===== config.mk =====
export PLATFORM = sky130hd
export DESIGN_NAME = sha_work_ctrl_flat
export DESIGN_NICKNAME = d
export VERILOG_FILES = /design/src/rtl/sha_pkg.sv /design/src/rtl/sha_work_ctrl_if.sv /design/src/rtl/sha_resp_tx.sv /design/src/rtl/sha_work_ctrl.sv /design/src/flat_wrapper.sv
export SDC_FILE = /design/constraint.sdc
export NUM_CORES = 1
export LEC_CHECK = 0
export BUFFER_PORTS_ARGS = -buffer_cell sky130_fd_sc_hd__buf_2
export CAP_MARGIN = 40
export CORE_AREA = 2 2 326 328
export CTS_BUF_LIST = sky130_fd_sc_hd__clkbuf_8
export DETAILED_ROUTE_END_ITERATION = 8
export DIE_AREA = 0 0 328 330
export GPL_ROUTABILITY_DRIVEN = 0
export HOLD_SLACK_MARGIN = 0.06
export PLACE_DENSITY_LB_ADDON = 0.15
export SYNTH_ARGS = -nofsm -noshare
export SYNTH_HDL_FRONTEND = slang
export SYNTH_HIERARCHICAL = 1
export SYNTH_SLANG_ARGS = --single-unit

===== constraint.sdc =====
create_clock -name clk -period 22.3 [get_ports clk]
set_clock_uncertainty 0.05 [all_clocks]
set_input_delay 2.23 -clock clk [delete_from_list [all_inputs] [get_ports clk]]
set_output_delay 2.23 -clock clk [all_outputs]
set_load 0.01 [all_outputs]

===== src/rtl/sha_pkg.sv =====
// Shared definitions for the SHA work controller.
//   - sha_state_e : controller FSM state encoding (also exported on the
//                   debug state output of sha_work_ctrl)
//   - STATUS_*    : status byte values sent as the first response byte
//   - WORK_BYTES  : number of host bytes in one work unit
//   - PAD_WORD4 / LEN_WORD15 : fixed SHA-256 padding words of the
//                   second header block
package sha_pkg;

    localparam int STATE_W = 3;

    typedef enum logic [STATE_W-1:0] {
        ST_IDLE  = 3'd0,
        ST_RECV  = 3'd1,
        ST_LOAD  = 3'd2,
        ST_SOLVE = 3'd3,
        ST_RESP  = 3'd4
    } sha_state_e;

    localparam logic [7:0]  STATUS_FOUND   = 8'h01;
    localparam logic [7:0]  STATUS_TIMEOUT = 8'h02;
    localparam int          WORK_BYTES     = 44;
    localparam int          RESP_BYTES     = 5;
    localparam logic [31:0] PAD_WORD4      = 32'h8000_0000;
    localparam logic [31:0] LEN_WORD15     = 32'h0000_0280;

endpackage : sha_pkg


===== src/rtl/sha_work_ctrl_if.sv =====
// Bundle of the host byte link and the SHA-core control bus.
// Host side : rx_data/rx_valid (no backpressure), tx_data/tx_valid/tx_ready.
// Core side : midState, headData, loadState, solveEn, flag, goldenNonce.
// Handshake: a tx byte transfers on a rising clk edge where tx_valid and
// tx_ready are both high; while tx_valid is high and tx_ready is low,
// tx_data is held unchanged. rx bytes are taken on any edge with rx_valid
// high and cannot be refused.
// Modports: master = the controller, slave = host + SHA core environment.
interface sha_work_ctrl_if;

    logic [7:0]   rx_data;
    logic         rx_valid;
    logic [7:0]   tx_data;
    logic         tx_valid;
    logic         tx_ready;
    logic [255:0] midState;
    logic [511:0] headData;
    logic         loadState;
    logic         solveEn;
    logic         flag;
    logic [31:0]  goldenNonce;

    modport master (
        input  rx_data, rx_valid, tx_ready, flag, goldenNonce,
        output tx_data, tx_valid, midState, headData, loadState, solveEn
    );

    modport slave (
        output rx_data, rx_valid, tx_ready, flag, goldenNonce,
        input  tx_data, tx_valid, midState, headData, loadState, solveEn
    );

endinterface : sha_work_ctrl_if


===== src/rtl/sha_resp_tx.sv =====
// Five-byte response serializer: status, nonce[31:24], [23:16], [15:8], [7:0].
// Ports:
//   clk, rst     : clock, asynchronous active-high reset
//   start_i      : one-cycle pulse; the response begins on the next cycle
//   status_i     : status byte (must be stable from the cycle after start_i)
//   nonce_i      : nonce to send (same stability as status_i)
//   tx_ready_i   : host accepts tx_data_o when tx_valid_o && tx_ready_i
//   tx_data_o    : current byte, 0 when idle
//   tx_valid_o   : byte valid
//   done_o       : high on the cycle the fifth byte is accepted
module sha_resp_tx
    import sha_pkg::*;
(
    input  logic        clk,
    input  logic        rst,
    input  logic        start_i,
    input  logic [7:0]  status_i,
    input  logic [31:0] nonce_i,
    input  logic        tx_ready_i,
    output logic [7:0]  tx_data_o,
    output logic        tx_valid_o,
    output logic        done_o
);

    logic [2:0] idx_q, idx_d;
    logic       valid_q, valid_d;
    logic       hs;
    logic [7:0] byte_sel;

    assign hs     = valid_q & tx_ready_i;
    assign done_o = hs && (idx_q == 3'(RESP_BYTES - 1));

    always_comb begin
        idx_d   = idx_q;
        valid_d = valid_q;
        if (start_i) begin
            valid_d = 1'b1;
            idx_d   = 3'd0;
        end else if (hs) begin
            if (idx_q == 3'(RESP_BYTES - 1)) begin
                valid_d = 1'b0;
                idx_d   = 3'd0;
            end else begin
                idx_d = idx_q + 3'd1;
            end
        end
    end

    always_comb begin
        byte_sel = 8'h00;
        case (idx_q)
            3'd0:    byte_sel = status_i;
            3'd1:    byte_sel = nonce_i[31:24];
            3'd2:    byte_sel = nonce_i[23:16];
            3'd3:    byte_sel = nonce_i[15:8];
            3'd4:    byte_sel = nonce_i[7:0];
            default: byte_sel = 8'h00;
        endcase
    end

    // Idle bus shows zero so the reset value of tx_data is well defined.
    assign tx_data_o  = valid_q ? byte_sel : 8'h00;
    assign tx_valid_o = valid_q;

    always_ff @(posedge clk or posedge rst) begin
        if (rst) begin
            idx_q   <= 3'd0;
            valid_q <= 1'b0;
        end else begin
            idx_q   <= idx_d;
            valid_q <= valid_d;
        end
    end

endmodule : sha_resp_tx


===== src/rtl/sha_work_ctrl.sv =====
// SHA work controller: receives a 44-byte work unit from the host, builds
// the midstate and padded second header block, strobes them into the SHA
// core, enables solving, and returns a 5-byte result (status + nonce).
// Optional feature macro: SHA_TIMEOUT_EN -- adds a solve-cycle counter that
// aborts after TIMEOUT_CYCLES with status 8'h02 and nonce 0.
// Ports:
//   clk, rst    : clock, asynchronous active-high reset
//   bus         : sha_work_ctrl_if.master (host byte link + SHA core bus)
//   busy        : high whenever the FSM is not IDLE
//   dbg_state_o : current FSM state (sha_state_e encoding)
module sha_work_ctrl
    import sha_pkg::*;
#(
    parameter int unsigned LOAD_CYCLES    = 2,
    parameter logic [31:0] TIMEOUT_CYCLES = 32'hFFFF_FFFF
) (
    input  logic               clk,
    input  logic               rst,
    sha_work_ctrl_if.master    bus,
    output logic               busy,
    output logic [STATE_W-1:0] dbg_state_o
);

    sha_state_e   state_q, state_d;
    logic [5:0]   cnt_q, cnt_d;
    logic [255:0] mid_q, mid_d;
    logic [95:0]  hw_q, hw_d;          // headData words 0..2
    logic [31:0]  load_cnt_q, load_cnt_d;
    logic [31:0]  nonce_q, nonce_d;
    logic [7:0]   status_q, status_d;
    logic         resp_start;
    logic         resp_done;
`ifdef SHA_TIMEOUT_EN
    logic [31:0]  tmo_q, tmo_d;
`endif

    always_comb begin
        state_d    = state_q;
        cnt_d      = cnt_q;
        mid_d      = mid_q;
        hw_d       = hw_q;
        load_cnt_d = load_cnt_q;
        nonce_d    = nonce_q;
        status_d   = status_q;
        resp_start = 1'b0;
`ifdef SHA_TIMEOUT_EN
        tmo_d      = tmo_q;
`endif
        case (state_q)
            // IDLE and RECV share the byte path: IDLE always sits at
            // count 0, so its first byte lands in byte slot 0.
            ST_IDLE, ST_RECV: begin
                if (bus.rx_valid) begin
                    for (int i = 0; i < 32; i++) begin
                        if (cnt_q == 6'(i)) mid_d[255 - 8*i -: 8] = bus.rx_data;
                    end
                    // Tail bytes are big-endian within each 32-bit word.
                    for (int i = 0; i < 12; i++) begin
                        if (cnt_q == 6'(32 + i)) hw_d[32*(i/4) + 8*(3 - i%4) +: 8] = bus.rx_data;
                    end
                    if (cnt_q == 6'(WORK_BYTES - 1)) begin
                        cnt_d      = 6'd0;
                        load_cnt_d = 32'd0;
                        state_d    = ST_LOAD;
                    end else begin
                        cnt_d   = cnt_q + 6'd1;
                        state_d = ST_RECV;
                    end
                end
            end
            ST_LOAD: begin
                if (load_cnt_q == 32'(LOAD_CYCLES - 1)) begin
                    state_d = ST_SOLVE;
`ifdef SHA_TIMEOUT_EN
                    tmo_d   = 32'd0;
`endif
                end else begin
                    load_cnt_d = load_cnt_q + 32'd1;
                end
            end
            ST_SOLVE: begin
                // flag has priority over a timeout on the same cycle.
                if (bus.flag) begin
                    nonce_d    = bus.goldenNonce;
                    status_d   = STATUS_FOUND;
                    resp_start = 1'b1;
                    state_d    = ST_RESP;
                end
`ifdef SHA_TIMEOUT_EN
                // tmo_q counts completed SOLVE cycles; this is the last one.
                else if (tmo_q == TIMEOUT_CYCLES - 32'd1) begin
                    nonce_d    = 32'd0;
                    status_d   = STATUS_TIMEOUT;
                    resp_start = 1'b1;
                    state_d    = ST_RESP;
                end else begin
                    tmo_d = tmo_q + 32'd1;
                end
`endif
            end
            ST_RESP: begin
                if (resp_done) state_d = ST_IDLE;
            end
            default: state_d = ST_IDLE;
        endcase
    end

    always_ff @(posedge clk or posedge rst) begin
        if (rst) begin
            state_q    <= ST_IDLE;
            cnt_q      <= 6'd0;
            mid_q      <= '0;
            hw_q       <= '0;
            load_cnt_q <= 32'd0;
            nonce_q    <= 32'd0;
            status_q   <= 8'h00;
        end else begin
            state_q    <= state_d;
            cnt_q      <= cnt_d;
            mid_q      <= mid_d;
            hw_q       <= hw_d;
            load_cnt_q <= load_cnt_d;
            nonce_q    <= nonce_d;
            status_q   <= status_d;
        end
    end

`ifdef SHA_TIMEOUT_EN
    always_ff @(posedge clk or posedge rst) begin
        if (rst) tmo_q <= 32'd0;
        else     tmo_q <= tmo_d;
    end
`endif

    sha_resp_tx u_resp_tx (
        .clk        (clk),
        .rst        (rst),
        .start_i    (resp_start),
        .status_i   (status_q),
        .nonce_i    (nonce_q),
        .tx_ready_i (bus.tx_ready),
        .tx_data_o  (bus.tx_data),
        .tx_valid_o (bus.tx_valid),
        .done_o     (resp_done)
    );

    assign bus.midState  = mid_q;
    assign bus.headData  = {LEN_WORD15, 320'd0, PAD_WORD4, 32'd0, hw_q};
    assign bus.loadState = (state_q == ST_LOAD);
    assign bus.solveEn   = (state_q == ST_SOLVE);
    assign busy          = (state_q != ST_IDLE);
    assign dbg_state_o   = state_q;

endmodule : sha_work_ctrl


===== src/flat_wrapper.sv =====
// flat-port wrapper written by rule: the top's interface ports become plain ports
module sha_work_ctrl_flat import sha_pkg::*;
#(
    parameter int unsigned LOAD_CYCLES    = 2,
    parameter logic [31:0] TIMEOUT_CYCLES = 32'hFFFF_FFFF
)
  (clk, rst, busy, dbg_state_o, bus_rx_data, bus_rx_valid, bus_tx_ready, bus_flag, bus_goldenNonce, bus_tx_data, bus_tx_valid, bus_midState, bus_headData, bus_loadState, bus_solveEn);
  sha_work_ctrl_if bus_i ();
  input  logic clk;
  input  logic rst;
  output logic busy;
  output logic [STATE_W-1:0] dbg_state_o;
  input wire logic [$bits(bus_i.rx_data)-1:0] bus_rx_data;
  input wire logic [$bits(bus_i.rx_valid)-1:0] bus_rx_valid;
  input wire logic [$bits(bus_i.tx_ready)-1:0] bus_tx_ready;
  input wire logic [$bits(bus_i.flag)-1:0] bus_flag;
  input wire logic [$bits(bus_i.goldenNonce)-1:0] bus_goldenNonce;
  output wire logic [$bits(bus_i.tx_data)-1:0] bus_tx_data;
  output wire logic [$bits(bus_i.tx_valid)-1:0] bus_tx_valid;
  output wire logic [$bits(bus_i.midState)-1:0] bus_midState;
  output wire logic [$bits(bus_i.headData)-1:0] bus_headData;
  output wire logic [$bits(bus_i.loadState)-1:0] bus_loadState;
  output wire logic [$bits(bus_i.solveEn)-1:0] bus_solveEn;
  assign bus_i.rx_data = bus_rx_data;
  assign bus_i.rx_valid = bus_rx_valid;
  assign bus_i.tx_ready = bus_tx_ready;
  assign bus_i.flag = bus_flag;
  assign bus_i.goldenNonce = bus_goldenNonce;
  assign bus_tx_data = bus_i.tx_data;
  assign bus_tx_valid = bus_i.tx_valid;
  assign bus_midState = bus_i.midState;
  assign bus_headData = bus_i.headData;
  assign bus_loadState = bus_i.loadState;
  assign bus_solveEn = bus_i.solveEn;
  sha_work_ctrl #(.LOAD_CYCLES(LOAD_CYCLES), .TIMEOUT_CYCLES(TIMEOUT_CYCLES)) u_core (.clk(clk), .rst(rst), .bus(bus_i), .busy(busy), .dbg_state_o(dbg_state_o));
endmodule

# After elaboration in Yosys (flattened, before gate mapping)
# Cells that the tools add are included.
# totals
register_bits	430
latchBits	0
mem_bits_rw	0
rom_bits	0
in_bits	45
output_inout_bits	783
wordCells	192
memories	0
# op_classes
add_sub_neg	3
multipliers	0
n_div	0
order_cmp	0
eq_ne	58
n_shift	0
muxes	21
bitwise_logic	1
n_reduce_logical	58
# ops
op	n
$reduce_and 3->1	44
$eq 6x5->1 const B	16
$mux 32	3
$eq 6x6->1 const B	12
$pmux 32 s2	1
$eq 6x4->1 const B	8
$pmux 8 s5	1
$add 32x1->32 const B	1
$eq 32x1->1 const B	1
$eq 6x3->1 const B	4
$mux 3	7
$eq 3x2->1 const B	4
$eq 6x2->1 const B	2
$pmux 3 s4	1
$mux 8	1
$reduce_and 4->1	2
$add 6x1->6 const B	1
$eq 3x1->1 const B	2
$eq 3x3->1 const B	2
$eq 6x1->1 const B	1
$logic_not 3->1	2
$logic_not 6->1	1
$mux 6	1
$ne 2x1->1 const B	3
10 further kinds	20

# Depth between registers and ports, before layout
# depth
word_depth	4
ltp_mapped	11
mapped_depth_nobuf	9

# By module
# The synthesis kept the hierarchy.
# by_module_without_submodules
module	n_inst	cells_per_inst	area_each_um2	seq_area_each_um2
sha_work_ctrl	1	1577	20328.2	10660.2
sha_resp_tx	1	67	556.8	100.1

# Least setup slack after synthesis
# OpenSTA, ideal clock, no wires.
# synth_path
path_kind	input port to flip-flop
from	input port bus_rx_valid
to	register u_core.mid_q[136], in the netlist u_core/bus.midState[136]
setup_ns	0.125
t_arrival_ns	3.884
required_ns	22.125
slack_ns	18.241
cell_stages	8
n_path_buf	3
path_cell_list	inv_2 > or3_1 > buf_2 > or3_1 > buf_6 > buf_8 > nor2_8 > mux2_2
# synth_via
elab_chain_cells	1
# synth_rtl
item	line_no	rtl
from (decl)	flat_wrapper.sv:14	input wire logic [$bits(bus_i.rx_valid)-1:0] bus_rx_valid;
$reduce_and 3->1 (no source line)	-	
to (signal assigned)	sha_work_ctrl.sv:120	mid_q <= mid_d;
to (decl)	sha_work_ctrl.sv:26	logic [255:0] mid_q, mid_d;
# No other way between the ends.
# A chain may end at the register's enable or synchronous reset.

# Worst setup path in the final report
# layout_path
from	register u_core.u_resp_tx.idx_q[0]
to	output port bus_tx_data[0]
# layout_via
elab_chain_cells	3
elab_cells_between_ends	7
classes_between	eq/ne (4); mux (2); reduce/logical (1)
# layout_rtl
item	line_no	rtl
from (decl)	sha_resp_tx.sv:25	logic [2:0] idx_q, idx_d;
from (signal assigned)	sha_resp_tx.sv:70	idx_q <= idx_d;
$eq 3x3->1 (tied with other cells)	sha_resp_tx.sv:51	case (idx_q)
$pmux 8 s5 (*)	sha_resp_tx.sv:51	
$mux 8 (*)	sha_resp_tx.sv:62	assign tx_data_o = valid_q ? byte_sel : 8'h00;
to (decl)	flat_wrapper.sv:18	output wire logic [$bits(bus_i.tx_data)-1:0] bus_tx_data;
# Every way passes the cells marked *; elsewhere a longest branch is shown, timed or not.

==> results.toml <==
[run_status]
status = "completed"

[logic_synthesis]
synthDominantCellAreaShare_pct = 51.5
synth_area_per_cell_sq_um = 12.7
synth_edf_count = 0
ys_warn_count = 6
synth_top_family_by_area = "multiplexers"
synth-xor-area-share_pct = 0.377
synthAdderAreaFrac_pct = 0.659
synth_seq_cells = 430
syn_inst = 1644
synthSimpleGateAreaFrac_pct = 6.54
synth_compound_area_share_pct = 3.21
synth_top_area_cell = "dfrtp_1"
yosysUniqueCellTypes = 68
yosysSeqAreaShare_pct = 51.5
synth_area_sq_mm = 0.0209
async_flop_share_pct = 100
synth_ff_type = "dfrtp_1"
synth_mux_area_share_pct = 20.9
synth_area_leaders = "dfrtp_1, mux2_2, buf_4"

[detailed_routing]
first_pass_iters = 6
drc = 0
drt_iter0_markers = 534
ant_nets = 0
routedWlPerCell_microns = 19.0
vias = 13100
drt-total-wl_microns = 67800
vias_per_cell = 3.68

[placement]
place.port_buffers = 411
place_area_sq_mm = 0.0232
dpl.hpwl_microns = 47400

[finish]
syn_to_final_growth_pct = 19.3
seqCellArea_sq_mm = 0.0108
multi_input_area_sq_mm = 0.00822
fill_cells = 11200
drive_above_1_share_pct = 45.0
fin_nets = 2161
mostFrequentLayoutCells = "dfrtp_1, conb_1, buf_2, mux2_2, clkbuf_8"
final_area_sq_mm = 0.0249
layout_commonest_cell = "dfrtp_1"

[clocking]
htreeDepth = 3
clock_latency_ns = 0.70
clk_pin_slew_ns = 0.05
cts.repair.resized = 0
postCtsSetupRepairBufs = 0
cts_tree = "done"
numCtsBuffers = 86
postCtsHoldBufs = 0
clock-sinks = 430
clk_path_buf_depth = 3
cts_root_buffer = "clkbuf_8"

[power_and_ir_drop]
irDropWorstVdd_mv = 0.0476
p_per_area_mw_per_mm2 = 119
p_leak_nw = 13.2

[global_routing]
grt_usage_pct = 12.0
grt_pass1_wl_microns = 94600
grt_start_max_net_pins = 111
antenna_found_initial = 8
overflow = 0
grt_pass1_vias = 13400

[timing]
fmax_mhz = 208
period_minus_slack_ns = 4.81
maxSlewViolCount = 0
slew_headroom_pct = 38.3
worst_pin_slew_ns = 0.925
final-setup-viol-count = 0
fin_crit_sh_pct = 21.6
rsz0062_at_grt = "false"
setup-tns-final_ns = 0
finalHoldViolCount = 0

[die]
die-area_sq_mm = 0.108
pin_count = 828
core_sq_mm = 0.105
num_rows = 119
start_util_pct = 20.0
die_w_microns = 328
die_h_microns = 330

[setup_path]
cp-end-kind = "output port"
worst-path-max-fanout = 10
cp.required_ns = 20.02
criticalPathCategory = "reg2out"
cp-start-kind = "register"
critPathArrivalTime_ns = 2.53

[min_path]
holdCritPathClass = "reg2reg"

[flow_run]
max_cap_violations = 0
## worst max-delay path, stage by stage, from the launching register on
cell and delay, ns:
dfrtp_1 0.44, inv_1 0.11, ha_1 0.47, a222oi_1 0.17, or2_2 0.32, a21oi_1 0.16, buf_2 0.17
## path summary, 6_finish.rpt
check                                          start                       to  slack, ns  cells past startpoint
setup / recovery           u_core/u_resp_tx/idx_q[0]           bus_tx_data[0]      17.49                      6
hold / removal                    u_core/status_q[0]       u_core/status_q[0]       0.42                      1
setup reg to reg               u_core/dbg_state_o[1]  u_core/bus.midState[37]      19.05                      4
hold reg to reg                   u_core/status_q[0]       u_core/status_q[0]       0.42                      1
max in group asynchronous                        rst          u_core/hw_q[69]      18.64                      6
min in group asynchronous                        rst       u_core/nonce_q[31]       1.40                      2
## report_power, final
| group | total, mW | internal (mW) | leakage, nW | switching [mW] |
|---|---|---|---|---|
| combinational | 0.959 | 0.408 | 6.53 | 0.551 |
| sequential | 1.20 | 1.04 | 5.60 | 0.162 |
| clock | 0.819 | 0.453 | 1.04 | 0.366 |
| total | 2.98 | 1.90 | 13.2 | 1.08 |
## area by class of cell
type | instances | share of cell area [%]
inverter | 17 | 0.286
sequential | 430 | 43.2
timing repair buffer | 439 | 9.56
multi-input combinational | 1131 | 33.0
antenna | 3 | 0.0301
tap | 1391 | 6.98
clock inverter | 53 | 1.27
clock buffer | 103 | 5.69
## Yosys cell counts (8+ instances only)
cell and n:
a21oi_1 22, or2_2 8, a222oi_1 8, nor2_1 15
nand2_1 47, ha_1 11, mux2_2 364, nand3_2 11
nor3_1 8, inv_1 16, buf_4 417, clkbuf_1 56
nand3_1 22, nand4_1 13, mux2_1 20, nor4_1 12
nor2_2 10, or3_1 11, nor2_8 10, a22oi_1 8
o21ai_0 18, dfrtp_1 430
## through the flow
step / setup WS [ns] / total power [mW] / utilization [%] / hold slack (ns) / std cells
floorplan: 8.16 / 1.79 / - / 0.384 / 2065
global placement: 17.30 / 2.17 / 22.0 / 0.410 / 3396
detailed placement: 17.26 / 2.20 / 22.1 / 0.409 / 3408
CTS: 17.33 / 3.05 / 23.8 / 0.425 / 3564
global route: 17.28 / 3.18 / 23.8 / 0.449 / 3566
finish: 17.49 / 2.98 / 23.8 / 0.423 / 3567
## per-layer routing
metal | up-vias | track usage, % | wire (microns)
li1 | 5789 | - | -
met1 | 6679 | 13.6 | 26100
met2 | 564 | 20.7 | 34400
met3 | 112 | 4.45 | 5560
met4 | 0 | 4.39 | 1820
met5 | - | 0 | 0
## sequential cells by signal, indices dropped and copies added, names as in the netlist
| name | flops |
|---|---|
| u_core/bus.midState | 256 |
| u_core/cnt_q | 6 |
| u_core/dbg_state_o | 3 |
| u_core/hw_q | 96 |
| u_core/load_cnt_q | 32 |
| u_core/nonce_q | 32 |
| u_core/status_q | 1 |
| u_core/u_resp_tx/idx_q | 3 |
| u_core/u_resp_tx/tx_valid_o | 1 |
## cells by family (layout without fill, tap and decap cells)
kind of cell,Yosys count,in the layout
mux,388,388
simple gates,207,207
other cells,2,426
buf+inv,504,612
xor+xnor,9,9
fa+ha+maj,11,11
flops,430,430
compound gates,93,93
No activity file was read; power rests on OpenSTA's default activity.
